$ cat src/rtl/ext_seq_pkg.sv
// rtl/ext_seq_pkg.sv - shared state type, defaults and phase selection for ext_mem_sequencer
package ext_seq_pkg;

  typedef enum logic [2:0] {
    ST_IDLE      = 3'd0,
    ST_LOAD      = 3'd1,
    ST_LOAD_LAST = 3'd2,
    ST_RUN       = 3'd3,
    ST_DUMP_REQ  = 3'd4,
    ST_DUMP_WAIT = 3'd5,
    ST_DUMP_OUT  = 3'd6,
    ST_DONE      = 3'd7
  } seq_state_t;

  localparam int DEF_ADDR_STEP = 8;
  localparam int DEF_RD_LAT    = 1;

  // Earliest phase that still has work; a zero count never costs a cycle.
  function automatic seq_state_t first_phase(input logic load_nz,
                                             input logic run_nz,
                                             input logic dump_nz);
    if (load_nz)      return ST_LOAD;
    else if (run_nz)  return ST_RUN;
    else if (dump_nz) return ST_DUMP_REQ;
    else              return ST_DONE;
  endfunction

endpackage

$ cat src/rtl/seq_down_counter.sv
// rtl/seq_down_counter.sv - loadable down counter with zero and one flags
module seq_down_counter #(
  parameter int CNT_W = 16
) (
  input  logic             clk,
  input  logic             arst_n,
  input  logic             i_load,
  input  logic [CNT_W-1:0] i_load_val,
  input  logic             i_dec,
  output logic             o_zero,
  output logic             o_one
);

  logic [CNT_W-1:0] r_count;

  always_ff @(posedge clk or negedge arst_n) begin
    if (!arst_n) begin
      r_count <= '0;
    end else if (i_load) begin
      r_count <= i_load_val;
    end else if (i_dec && (r_count != '0)) begin
      r_count <= r_count - CNT_W'(1);
    end
  end

  assign o_zero = (r_count == '0);
  assign o_one  = (r_count == CNT_W'(1));

endmodule

$ cat src/rtl/ext_mem_sequencer.sv
// rtl/ext_mem_sequencer.sv - streams a program into imem, runs the CPU, dumps a dmem range
module ext_mem_sequencer
  import ext_seq_pkg::*;
#(
  parameter int ADDR_W    = 64,
  parameter int DATA_W    = 64,
  parameter int CNT_W     = 16,
  parameter int ADDR_STEP = DEF_ADDR_STEP,
  parameter int RD_LAT    = DEF_RD_LAT
) (
  input  logic              clk,
  input  logic              arst_n,
  input  logic              start,
  input  logic [CNT_W-1:0]  load_words,
  input  logic [CNT_W-1:0]  run_cycles,
  input  logic [ADDR_W-1:0] dump_base,
  input  logic [CNT_W-1:0]  dump_words,
  input  logic              s_valid,
  output logic              s_ready,
  input  logic [DATA_W-1:0] s_data,
  output logic              m_valid,
  input  logic              m_ready,
  output logic [DATA_W-1:0] m_data,
  output logic              m_last,
  output logic [ADDR_W-1:0] addr_ext,
  output logic              wen_ext,
  output logic              ren_ext,
  output logic [DATA_W-1:0] wdata_ext,
  output logic [ADDR_W-1:0] addr_ext_2,
  output logic              wen_ext_2,
  output logic              ren_ext_2,
  output logic [DATA_W-1:0] wdata_ext_2,
  input  logic [DATA_W-1:0] rdata_ext_2,
  output logic              cpu_enable,
  output logic              busy,
  output logic              done
);

  localparam int WAIT_W = 8;

  seq_state_t        r_state;
  seq_state_t        w_state_nxt;
  logic              r_s_ready;
  logic              r_m_valid;
  logic [DATA_W-1:0] r_m_data;
  logic              r_m_last;
  logic [ADDR_W-1:0] r_addr_ext;
  logic              r_wen_ext;
  logic [DATA_W-1:0] r_wdata_ext;
  logic [ADDR_W-1:0] r_addr_ext_2;
  logic              r_ren_ext_2;
  logic              r_cpu_enable;
  logic              r_busy;
  logic              r_done;
  logic [ADDR_W-1:0] r_load_ptr;
  logic [WAIT_W-1:0] r_wait;

  logic w_start;
  logic w_s_hs;
  logic w_m_hs;
  logic w_load_zero;
  logic w_load_one;
  logic w_run_zero;
  logic w_run_one;
  logic w_dump_zero;
  logic w_dump_one;

  assign w_start = (r_state == ST_IDLE) && start;
  assign w_s_hs  = s_valid && r_s_ready;
  assign w_m_hs  = r_m_valid && m_ready;

  seq_down_counter #(.CNT_W(CNT_W)) u_load_cnt (
    .clk(clk), .arst_n(arst_n), .i_load(w_start), .i_load_val(load_words),
    .i_dec(w_s_hs), .o_zero(w_load_zero), .o_one(w_load_one)
  );

  seq_down_counter #(.CNT_W(CNT_W)) u_run_cnt (
    .clk(clk), .arst_n(arst_n), .i_load(w_start), .i_load_val(run_cycles),
    .i_dec(r_state == ST_RUN), .o_zero(w_run_zero), .o_one(w_run_one)
  );

  seq_down_counter #(.CNT_W(CNT_W)) u_dump_cnt (
    .clk(clk), .arst_n(arst_n), .i_load(w_start), .i_load_val(dump_words),
    .i_dec(w_m_hs), .o_zero(w_dump_zero), .o_one(w_dump_one)
  );

  always_comb begin
    w_state_nxt = r_state;
    case (r_state)
      ST_IDLE:      if (start) w_state_nxt = first_phase(load_words != '0, run_cycles != '0,
                                                         dump_words != '0);
      ST_LOAD:      if (w_s_hs && (w_load_one || w_load_zero)) w_state_nxt = ST_LOAD_LAST;
      ST_LOAD_LAST: w_state_nxt = first_phase(1'b0, !w_run_zero, !w_dump_zero);
      ST_RUN:       if (w_run_one || w_run_zero) w_state_nxt = first_phase(1'b0, 1'b0, !w_dump_zero);
      ST_DUMP_REQ:  w_state_nxt = ST_DUMP_WAIT;
      ST_DUMP_WAIT: if (r_wait == '0) w_state_nxt = ST_DUMP_OUT;
      ST_DUMP_OUT:  if (w_m_hs) w_state_nxt = w_dump_one ? ST_DONE : ST_DUMP_REQ;
      ST_DONE:      w_state_nxt = ST_IDLE;
      default:      w_state_nxt = ST_IDLE;
    endcase
  end

  // Strobes are decoded from the next state so each lines up with its state's cycle.
  always_ff @(posedge clk or negedge arst_n) begin
    if (!arst_n) begin
      r_state      <= ST_IDLE;
      r_s_ready    <= 1'b0;
      r_m_valid    <= 1'b0;
      r_m_data     <= '0;
      r_m_last     <= 1'b0;
      r_addr_ext   <= '0;
      r_wen_ext    <= 1'b0;
      r_wdata_ext  <= '0;
      r_addr_ext_2 <= '0;
      r_ren_ext_2  <= 1'b0;
      r_cpu_enable <= 1'b0;
      r_busy       <= 1'b0;
      r_done       <= 1'b0;
      r_load_ptr   <= '0;
      r_wait       <= '0;
    end else begin
      r_state      <= w_state_nxt;
      r_s_ready    <= (w_state_nxt == ST_LOAD);
      r_cpu_enable <= (w_state_nxt == ST_RUN);
      r_ren_ext_2  <= (w_state_nxt == ST_DUMP_REQ);
      r_m_valid    <= (w_state_nxt == ST_DUMP_OUT);
      r_done       <= (w_state_nxt == ST_DONE);
      r_busy       <= (w_state_nxt != ST_IDLE);
      r_wen_ext    <= w_s_hs;

      if (w_start) begin
        r_load_ptr   <= '0;
        r_addr_ext_2 <= dump_base;
      end

      if (w_s_hs) begin
        r_addr_ext  <= r_load_ptr;
        r_wdata_ext <= s_data;
        r_load_ptr  <= r_load_ptr + ADDR_W'(ADDR_STEP);
      end

      if (r_state == ST_DUMP_REQ) begin
        r_wait <= WAIT_W'(RD_LAT - 1);
      end else if ((r_state == ST_DUMP_WAIT) && (r_wait != '0)) begin
        r_wait <= r_wait - WAIT_W'(1);
      end

      if ((r_state == ST_DUMP_WAIT) && (r_wait == '0)) begin
        r_m_data <= rdata_ext_2;
        r_m_last <= w_dump_one;
      end

      // The read pointer doubles as addr_ext_2, so it advances only once a word is consumed.
      if (w_m_hs) begin
        r_m_last     <= 1'b0;
        r_addr_ext_2 <= r_addr_ext_2 + ADDR_W'(ADDR_STEP);
      end
    end
  end

  assign s_ready     = r_s_ready;
  assign m_valid     = r_m_valid;
  assign m_data      = r_m_data;
  assign m_last      = r_m_last;
  assign addr_ext    = r_addr_ext;
  assign wen_ext     = r_wen_ext;
  assign ren_ext     = 1'b0;
  assign wdata_ext   = r_wdata_ext;
  assign addr_ext_2  = r_addr_ext_2;
  assign wen_ext_2   = 1'b0;
  assign ren_ext_2   = r_ren_ext_2;
  assign wdata_ext_2 = '0;
  assign cpu_enable  = r_cpu_enable;
  assign busy        = r_busy;
  assign done        = r_done;

endmodule
$ cat config.mk
export PLATFORM = sky130hd
export DESIGN_NAME = ext_mem_sequencer
export DESIGN_NICKNAME = d
export VERILOG_FILES = /design/src/rtl/ext_seq_pkg.sv /design/src/rtl/seq_down_counter.sv /design/src/rtl/ext_mem_sequencer.sv
export SDC_FILE = /design/constraint.sdc
export NUM_CORES = 1
export LEC_CHECK = 0
export ABC_CLOCK_PERIOD_IN_PS = 3000
export CORE_ASPECT_RATIO = 0.6
export CORE_MARGIN = 10
export CORE_UTILIZATION = 30
export DETAILED_ROUTE_END_ITERATION = 7
export DONT_BUFFER_PORTS = 1
export PLACE_DENSITY_LB_ADDON = 0.05
export RECOVER_POWER = 25
export SYNTH_ARGS = -nofsm -noshare
export SYNTH_HDL_FRONTEND = slang
export SYNTH_SLANG_ARGS = --single-unit
$ cat constraint.sdc
create_clock -name clk -period 3 [get_ports clk]
set_input_delay 0 -clock clk [delete_from_list [all_inputs] [get_ports clk]]
set_output_delay 0 -clock clk [all_outputs]
set_load 0.01 [all_outputs]
* Word-level counts from Yosys, hierarchy flattened
Cells that the tools add are included.
** Storage, ports and cells
- Register bits after elaboration :: 387
- Latch bits :: 0
- Bits in writable memories :: 0
- Bits in read-only memories :: 0
- Bits of input ports :: 245
- Logic and storage cells :: 96
- Memories :: 0
** Cells by class
- Add/subtract/negate cells :: 6
- $mul :: 0
- Divide/modulo/power cells :: 0
- $lt $le $gt $ge :: 0
- Equal/unequal tests :: 15
- Shift-type cells :: 0
- Mux-type cells :: 26
- Bitwise logic cells :: 0
- Reduce and logical (&&, ||, !) cells :: 31
** Operator list (number)
- 2-to-1 mux 64 bit :: 4
- adder 64 x 4 -> 64 bit, second input constant :: 2
- 2-to-1 mux 16 bit :: 6
- nonzero test 16 bit :: 6
- == test 16 x 1 -> 1 bit, second input constant :: 3
- zero test 16 bit :: 3
- subtractor 16 x 1 -> 16 bit, second input constant :: 3
- 2-to-1 mux 3 bit :: 8
- case mux 3 bit (8 select lines) :: 1
- == test 3 bit, second input constant :: 7
- 2-to-1 mux 8 bit :: 2
- nonzero test 2 bit :: 7
- == test 3 x 2 -> 1 bit, second input constant :: 3
- logical AND 1 bit :: 9
- zero test 8 bit :: 1
- nonzero test 8 bit :: 1
- subtractor 8 x 1 -> 8 bit, second input constant :: 1
- == test 3 x 1 -> 1 bit, second input constant :: 2
- 2-to-1 mux 2 bit :: 3
- zero test 3 bit :: 1
- nonzero test 3 bit :: 1
- logical OR 1 bit :: 2
- 2-to-1 mux 1 bit :: 2

* Longest topological paths before layout
Gate-level depths: netlist of the first run.
- Word-level depth :: 7
- Mapped depth :: 9

* Hierarchy
Synthesis of the first run repeated with hierarchy kept, for this count alone.
** Unflattened totals
- Cell total of the unflattened synthesis :: 2006
- Area, all modules :: 18366.4 um2
** By module, submodules not included
- ext_mem_sequencer :: times used 1, cells an instance 1646, area an instance 15280.9 um2, sequential area each 8333.0 um2
- seq_down_counter :: times used 3, cells an instance 120, area an instance 1028.5 um2, sequential area each 400.4 um2

* Worst setup path before layout of the first run
No wires, ideal clock.
- Path kind :: reg2reg
- Start :: register u_load_cnt.r_count[2]
- End :: register r_busy (netlist: busy)
- Library setup time :: 0.131 ns
- Arrival time :: 2.279 ns
- Setup slack :: 0.590 ns
- Cell stages (with the launch flop) :: 8
- Buffers on the path :: 0
- Cell sequence :: dfrtp_1 or4_4 or4_4 o31ai_4 o311ai_2 nor2_4 inv_2 or3b_1
** Between the ends
- Word-level cells in the longest chain between the ends :: 6
- Elaborated cells between the ends (all ways) :: 7
** Ends and longest elaborated chain
- start, declared :: line seq_down_counter.sv:14 : logic [CNT_W-1:0] r_count;
- start signal, assigned :: line seq_down_counter.sv:20 : r_count <= i_load_val;
- start signal, assigned :: line seq_down_counter.sv:22 : r_count <= r_count - CNT_W'(1);
- == test 16 x 1 -> 1 bit or zero test 16 bit (tied branches) :: line seq_down_counter.sv:27, seq_down_counter.sv:26
- logical OR 1 bit (*) :: line ext_mem_sequencer.sv:92 : ST_LOAD: if (w_s_hs && (w_load_one || w_load_zero)) w_state_nxt = ST_LOAD_LAST;
- logical AND 1 bit (*) :: line ext_mem_sequencer.sv:92
- 2-to-1 mux 3 bit (*) :: line ext_mem_sequencer.sv:92
- case mux 3 bit (8 select lines) (*) :: line ext_mem_sequencer.sv:89 : case (r_state)
- named net w_state_nxt[0] :: line ext_mem_sequencer.sv:42 : seq_state_t w_state_nxt;
- nonzero test 3 bit (*) :: line ext_mem_sequencer.sv:128 : r_busy <= (w_state_nxt != ST_IDLE);
- end signal, assigned :: line ext_mem_sequencer.sv:128
- end, declared :: line ext_mem_sequencer.sv:53 : logic r_busy;
The timed path passes the listed nets; every way through them passes the cells marked *.
A chain may end at the register's enable or synchronous reset.

* Final worst setup path of the first run
- Start :: register u_dump_cnt.r_count[0]
- End :: register u_dump_cnt.r_count[7]
** Between the ends
- Word-level cells in the longest chain between the ends :: 3
- Elaborated cells between the ends (all ways) :: 6
** Ends and longest elaborated chain
- start, declared :: line seq_down_counter.sv:14
- start signal, assigned :: line seq_down_counter.sv:20
- start signal, assigned :: line seq_down_counter.sv:22
- subtractor 16 x 1 -> 16 bit or nonzero test 16 bit (tied branches) :: line seq_down_counter.sv:22, seq_down_counter.sv:21
- 2-to-1 mux 16 bit or logical AND 1 bit (tied branches) :: line seq_down_counter.sv:21 : end else if (i_dec && (r_count != '0)) begin
- 2-to-1 mux 16 bit or nonzero test 2 bit (tied branches)
Parallel ways exist; a longest one is shown, timed or not. The select of a mux whose other input is x is not followed.

==> summary.md, run 1 <==
| Metric | Value |
|---|---|
| Outcome | complete, but fails checks |
| Violated checks | hold timing |
| CP arrival | 3.20 ns |
| Primary FF master, synth | dfrtp_1 |
| WHS | -0.868 ns |
| CTS root buf | clkbuf_16 |
| WP data required | 3.45 ns |
| Worst slew pin tran | 1.21 ns |
| Adder-cell share of the synthesized area | 0.833% |
| Count of pins over their slew limit | 0 |
| Area share of and/or/nand/nor cells after synthesis | 23.4% |
| Largest net degree at the start of global routing | 382 |
| Hold Buf Count CTS | 259 |
| Worst setup EP type | flip-flop |
| Total gr overflow | 0 |
| Initial antenna violation count | 4 |
| Layout fillers | 5915 |
| Setup slack, reg-to-reg | 0.25 ns |
| Number of routed nets with antenna violations | 0 |
| Critical path class | reg -> reg |
| Startpoint types | flip-flop |
| Die X | 336 um |
| MaxCap Viol Count | 0 |
| Final GP Congestion | 0.802 |
| Yosys reg bits | 381 |
| Final core occ | 38.4% |
| Sinks on Clock Net | 381 |
| Crit path to | u_dump_cnt.r_count[7] |
| Fin. Hold Viols | 381 |
| First-pass GRT wire length | 100 mm |
| Most common cell after layout, fill and taps aside | nand2_1 |
| CTS Buf Count | 41 |
| Worst Hold Class | in -> async |
| TritonCTS clock tree | done |
| Post-Synthesis Cell Area | 18000 um^2 |
| FFs w/ async S/R, synth | 100% |
| Mapped Cells | 1898 |
| RSZ-0062 raised after global routing | no |
| DP HPWL | 46.6 mm |
| Crit path max fanout | 5 |
| Post-synth EDFFs | 0 |
| Final Skew | 0.0160 ns |
| Peak VDD IR | 288 uV |
| Fmax | 364 MHz |
| Routed len/inst | 22.2 um |
| R2R depth | 9 |
| Die ar. | 70600 um^2 |
| Via-per-instance ratio | 5.01 |
| FF-to-FF Start | u_dump_cnt.r_count[0] |
| First drt pass iteration count | 5 |
| Syn avg cell area | 9.49 um^2 |
| Setup Viol. Count Final | 0 |
| Share of layout cells above drive strength 1 | 9.37% |
| Power Density | 486 nW/um^2 |
| # rows | 69 |
| Final Cycle Share | 91.6% |
| Largest family of logic cells by synthesized area | simple AND/OR/NAND/NOR gates |
| Most frequent cells in the layout | 528 x nand2_1, 381 x dfrtp_1, 259 x dlygate4sd3_1, 96 x nor2_1, 86 x nand3_1 |
| Leakage | 10.3 nW |
| Synth Warn # | 0 |
| DRC | 0 |
| Iteration-0 DRC Markers | 1026 |
| Reg2reg end | u_dump_cnt.r_count[7] |
| Post-synthesis sequential area ratio | 52.9% |
| Final min period | 2.75 ns |
| Nets | 2413 |
| Initial Util | 30.4% |
| Worst setup startpoint | u_dump_cnt.r_count[0] |
| H-tree depth | 2 |
| Tot GR Track Use | 18.1% |
| Clock Tree Buf Depth | 3 |
| Total Wirelength | 66.0 mm |
| Ports | 575 |
| Multiplexer share of the synthesized area | 5.07% |
| Number of global-route vias before repair | 15100 |
| Die height | 210 um |
| Synth unique cells | 82 |
| Core Region | 59300 um^2 |
| Layout area overhead | 26.3% |
| Total negative setup slack | 0 ns |
| Synth Area in Compound Gates | 10.5% |
| Port Buf Inserts | 0 |
| Worst-path clk slew | 0.07 ns |
| Clk_lat worst skew | 0.56 ns |
| Via count | 14900 |
| Xor and xnor fraction of the mapped netlist area | 1.94% |
| Slew headroom | 19.4% |
worst max-delay path: stages (launching register included):
cell           delay (ns)
dfrtp_1              0.38
inv_1                0.10
ha_1                 0.22
nor3b_1              0.15
nand4b_1             0.20
nand2_1              0.18
or3_1                0.45
o31ai_1              0.27
a31oi_1              0.11
dlygate4sd3_1        0.56
report_power, final:
part,internal [mW],switching [mW],total (mW)
clock network,3.14,2.19,5.33
logic,0.269,0.158,0.427
registers,5.20,0.101,5.30
total,8.61,2.45,11.1
logic make-up (layout without fill, tap and decap cells):
group / Yosys count / in the layout
xor+xnor: 40 / 40
buf+inv: 179 / 401
mux: 83 / 83
fa+ha+maj: 12 / 12
flops: 381 / 381
other cells: 1 / 73
simple gates: 925 / 925
compound gates: 277 / 277
registers in the layout (all words and copies together) (netlist names), 3 cells and up:
name	count
addr_ext	61
addr_ext_2	64
m_data	64
r_load_ptr	61
r_state	3
r_wait	8
u_dump_cnt.r_count	16
u_load_cnt.r_count	16
u_run_cnt.r_count	16
wdata_ext	64
area by class of cell:
cell class	instances	area (um^2)	area share, %
tap	781	977	4.29
timing repair buffer	299	2930	12.9
sequential	381	9530	41.9
clock buffer	65	1260	5.53
clock inverter	10	136	0.599
multi-input combinational	1406	7810	34.3
inverter	27	104	0.456
antenna	4	10.0	0.0440
synth_stat cells, types with 31 or more instances:
master / number / share of area (%)
nand2_1: 531 / 11
nor3_1: 36 / 1.0
clkbuf_1: 73 / 1.5
and3_1: 31 / 1.1
buf_4: 69 / 2.9
nor2_1: 97 / 2.0
o21ai_0: 75 / 2.1
nand4_1: 32 / 1.1
o211ai_1: 34 / 1.4
nand3_1: 86 / 2.4
dfrtp_1: 381 / 53
mux2_2: 66 / 4.1
metrics by stage:
stage	total power, mW	hold WS (ns)	instance area, um^2	worst slack, ns	cells
2_1_floorplan	5.54	-0.296	18300	0.590	1966
3_3_place_gp	5.52	-0.283	18700	0.230	2633
3_5_place_dp	5.52	-0.283	18700	0.227	2633
4_1_cts	11.3	-0.917	22700	0.188	2967
5_1_grt	11.5	-0.910	22800	0.0446	2971
6_report	11.1	-0.868	22800	0.251	2973
timing repair:
item | in CTS | in global routing
hold endpoints to repair | 634 | 381
resized for setup | 0 | 1
buffers inserted | 0 | 2
setup endpoints to repair | 0 | 3
worst min path at each step:
stage	startpoint	end	cells after the start
detailed placement	arst_n	u_load_cnt.r_count[11]	0
global route	arst_n	u_load_cnt.r_count[11]	0
finish	arst_n	u_load_cnt.r_count[11]	0
floorplan	arst_n	addr_ext[10]	0
global placement	arst_n	u_load_cnt.r_count[11]	0
CTS	arst_n	u_load_cnt.r_count[11]	0
per-layer routing:
| layer | GRT usage, % | up-vias | share of wire [%] |
|---|---|---|---|
| li1 | - | 7050 | - |
| met2 | 28.0 | 460 | 45 |
| met3 | 5.47 | 69 | 7.7 |
| met5 | 0 | - | 0 |
| met4 | 3.97 | 0 | 1.6 |
| met1 | 24.5 | 7305 | 46 |
Power figures use the tool's default switching activity.
==> run 2: changes to the inputs <==
--- a/config.mk
+++ b/config.mk
@@ -11,7 +11,6 @@
 export CORE_UTILIZATION = 30
 export DETAILED_ROUTE_END_ITERATION = 7
 export DONT_BUFFER_PORTS = 1
-export PLACE_DENSITY_LB_ADDON = 0.05
 export RECOVER_POWER = 25
 export SYNTH_ARGS = -nofsm -noshare
 export SYNTH_HDL_FRONTEND = slang
==> run 2 against run 1 <==
Compared with the run above:
- utilization rose by 0.37 points
- via count rose by 3.9%
- critical path type unchanged
- critical path depth fell by 3
- worst setup slack got worse by 0.089 ns
- clock power fell by 5.6%
- largest power group is now registers
- worst hold slack improved by 0.0048 ns
- combinational power barely moved
- total power fell by 2.6%
- die area did not move
- the flow still finishes with violations (hold timing)
- global-route usage fell by 1.4 points
- sequential power barely moved
- largest cell class unchanged
==> summary.md, run 2 (same netlist as run 1, synthesis figures left out) <==
| Metric | Value |
|---|---|
| Finished Layout Cells | 2998 |
| Area post-placement | 18700 um^2 |
| Worst-path clk slew | 0.07 ns |
| Peak VDD IR | 345 uV |
| WHS | -0.863 ns |
| Ports | 575 |
| Routed len/inst | 20.5 um |
| Power Density | 468 nW/um^2 |
| CP arrival | 3.29 ns |
| Critical Path, Cell by Cell | or4_1, or4b_4, nor3_1, xnor2_1, o21ai_1, dlygate4sd3_1 |
| First drt pass iteration count | 6 |
| Setup Viol. Count Final | 0 |
| # rows | 69 |
| MaxCap Viol Count | 0 |
| RSZ-0062 raised after global routing | no |
| Total Wirelength | 61.3 mm |
| WP data required | 3.45 ns |
| Worst setup EP type | flip-flop |
| Finished Cell Area | 23000 um^2 |
| Initial Util | 30.4% |
| Final Skew | 0.0256 ns |
| Via count | 15500 |
| Worst Hold Class | in -> async |
| Grt met1 use | 21.2% |
| Post-CTS setup buffer count | 0 |
| First-pass GRT wire length | 94.7 mm |
| Cell count after placement | 2625 |
| Hold Buf Count CTS | 297 |
| Number of global-route vias before repair | 15500 |
| DP HPWL | 43.0 mm |
| Final Cycle Share | 94.6% |
| Nets | 2439 |
| Critical path class | reg -> reg |
| DRC | 0 |
| Die height | 210 um |
| Fin. Hold Viols | 381 |
| Count of pins over their slew limit | 0 |
| Leakage | 10.5 nW |
| Sinks on Clock Net | 381 |
| Fmax | 352 MHz |
| R2R depth | 6 |
| FF-to-FF Start | u_dump_cnt.r_count[6] |
| Clk_lat worst skew | 0.57 ns |
| Crit path max fanout | 7 |
| Met3 usage | 5.77% |
| Share of layout cells above drive strength 1 | 9.00% |
| Largest net degree at the start of global routing | 382 |
| Initial antenna violation count | 5 |
| Slew headroom | 23.9% |
| Layout area overhead | 27.5% |
| H-tree depth | 2 |
| M2 GR Usage | 26.2% |
| Die X | 336 um |
| Die ar. | 70600 um^2 |
| CTS Buf Count | 39 |
| Outcome | complete, but fails checks |
| Worst slew pin tran | 1.14 ns |
| Most frequent cells in the layout | 528 x nand2_1, 381 x dfrtp_1, 297 x dlygate4sd3_1, 95 x nor2_1, 86 x nand3_1 |
| Port Buf Inserts | 0 |
| Global-route layer with the greatest usage | met2 |
| Layout fillers | 5704 |
| CP max stage cell | or4_1 |
| TritonCTS clock tree | done |
| Total negative setup slack | 0 ns |
| Most common cell after layout, fill and taps aside | nand2_1 |
| Core Region | 59300 um^2 |
| Final GP Congestion | 0.923 |
| Tot GR Track Use | 16.7% |
| Crit path max-delay family | simple AND/OR/NAND/NOR gates |
| Reg2reg end | u_dump_cnt.r_count[15] |
| Number of routed nets with antenna violations | 0 |
| Violated checks | hold timing |
| Startpoint types | flip-flop |
| Setup slack, reg-to-reg | 0.16 ns |
| Final min period | 2.84 ns |
| Clock Tree Buf Depth | 3 |
| Via-per-instance ratio | 5.16 |
| Total gr overflow | 0 |
| Critical Path Max Stage Delay | 0.65 ns |
| Iteration-0 DRC Markers | 1342 |
| CP Buf/Inv Count | 1 |
| CTS root buf | clkbuf_16 |
| Final core occ | 38.7% |
run 2: metrics by stage:
step,setup slack (ns),total power [mW]
global placement,0.189,5.52
floorplan,0.590,5.54
finish,0.162,10.8
CTS,0.0505,10.9
global route,0.0155,11.2
detailed placement,0.190,5.52
run 2: power by group:
group	total (mW)	switching, mW	internal, mW
clock	5.03	2.16	2.87
combinational	0.429	0.158	0.271
sequential	5.30	0.104	5.20
total	10.8	2.43	8.34
run 2: layer usage:
metal  routed length, um  vias to the layer above
met5                  13                        -
met4                1630                        2
met3                5970                      116
met2               28600                      665
met1               25200                     7592
li1                    -                     7086
run 2: worst max-delay path by stage:
stage / from / endpoint / cells after the start
6_report: u_dump_cnt.r_count[6] / u_dump_cnt.r_count[15] / 6
5_1_grt: u_dump_cnt.r_count[6] / u_dump_cnt.r_count[5] / 7
4_1_cts: addr_ext_2[9] / addr_ext_2[55] / 7
3_5_place_dp: addr_ext_2[9] / addr_ext_2[58] / 6
3_3_place_gp: addr_ext_2[9] / addr_ext_2[58] / 6
2_1_floorplan: u_load_cnt.r_count[2] / busy / 7
run 2: area by class of cell:
type,count,area [um^2],area share (%)
Antenna cell,5,12.5,0.0545
Clock buffer,54,1100,4.80
Clock inverter,17,209,0.909
Inverter,27,104,0.452
Multi-Input combinational cell,1406,7830,34.1
Sequential cell,381,9530,41.5
Tap cell,781,977,4.25
Timing Repair Buffer,327,3210,14.0
run 2: what timing repair did:
action | 4_1_cts | 5_1_grt
resized for setup | 0 | 6
endpoints found under the setup margin | 0 | 4
hold endpoints to repair | 636 | 381
run 2: worst register-to-register path, stage by stage (launching register included):
cell	delay (ns)
dfrtp_1	0.41
or4_1	0.66
or4b_4	0.63
nor3_1	0.25
xnor2_1	0.15
o21ai_1	0.07
dlygate4sd3_1	0.56
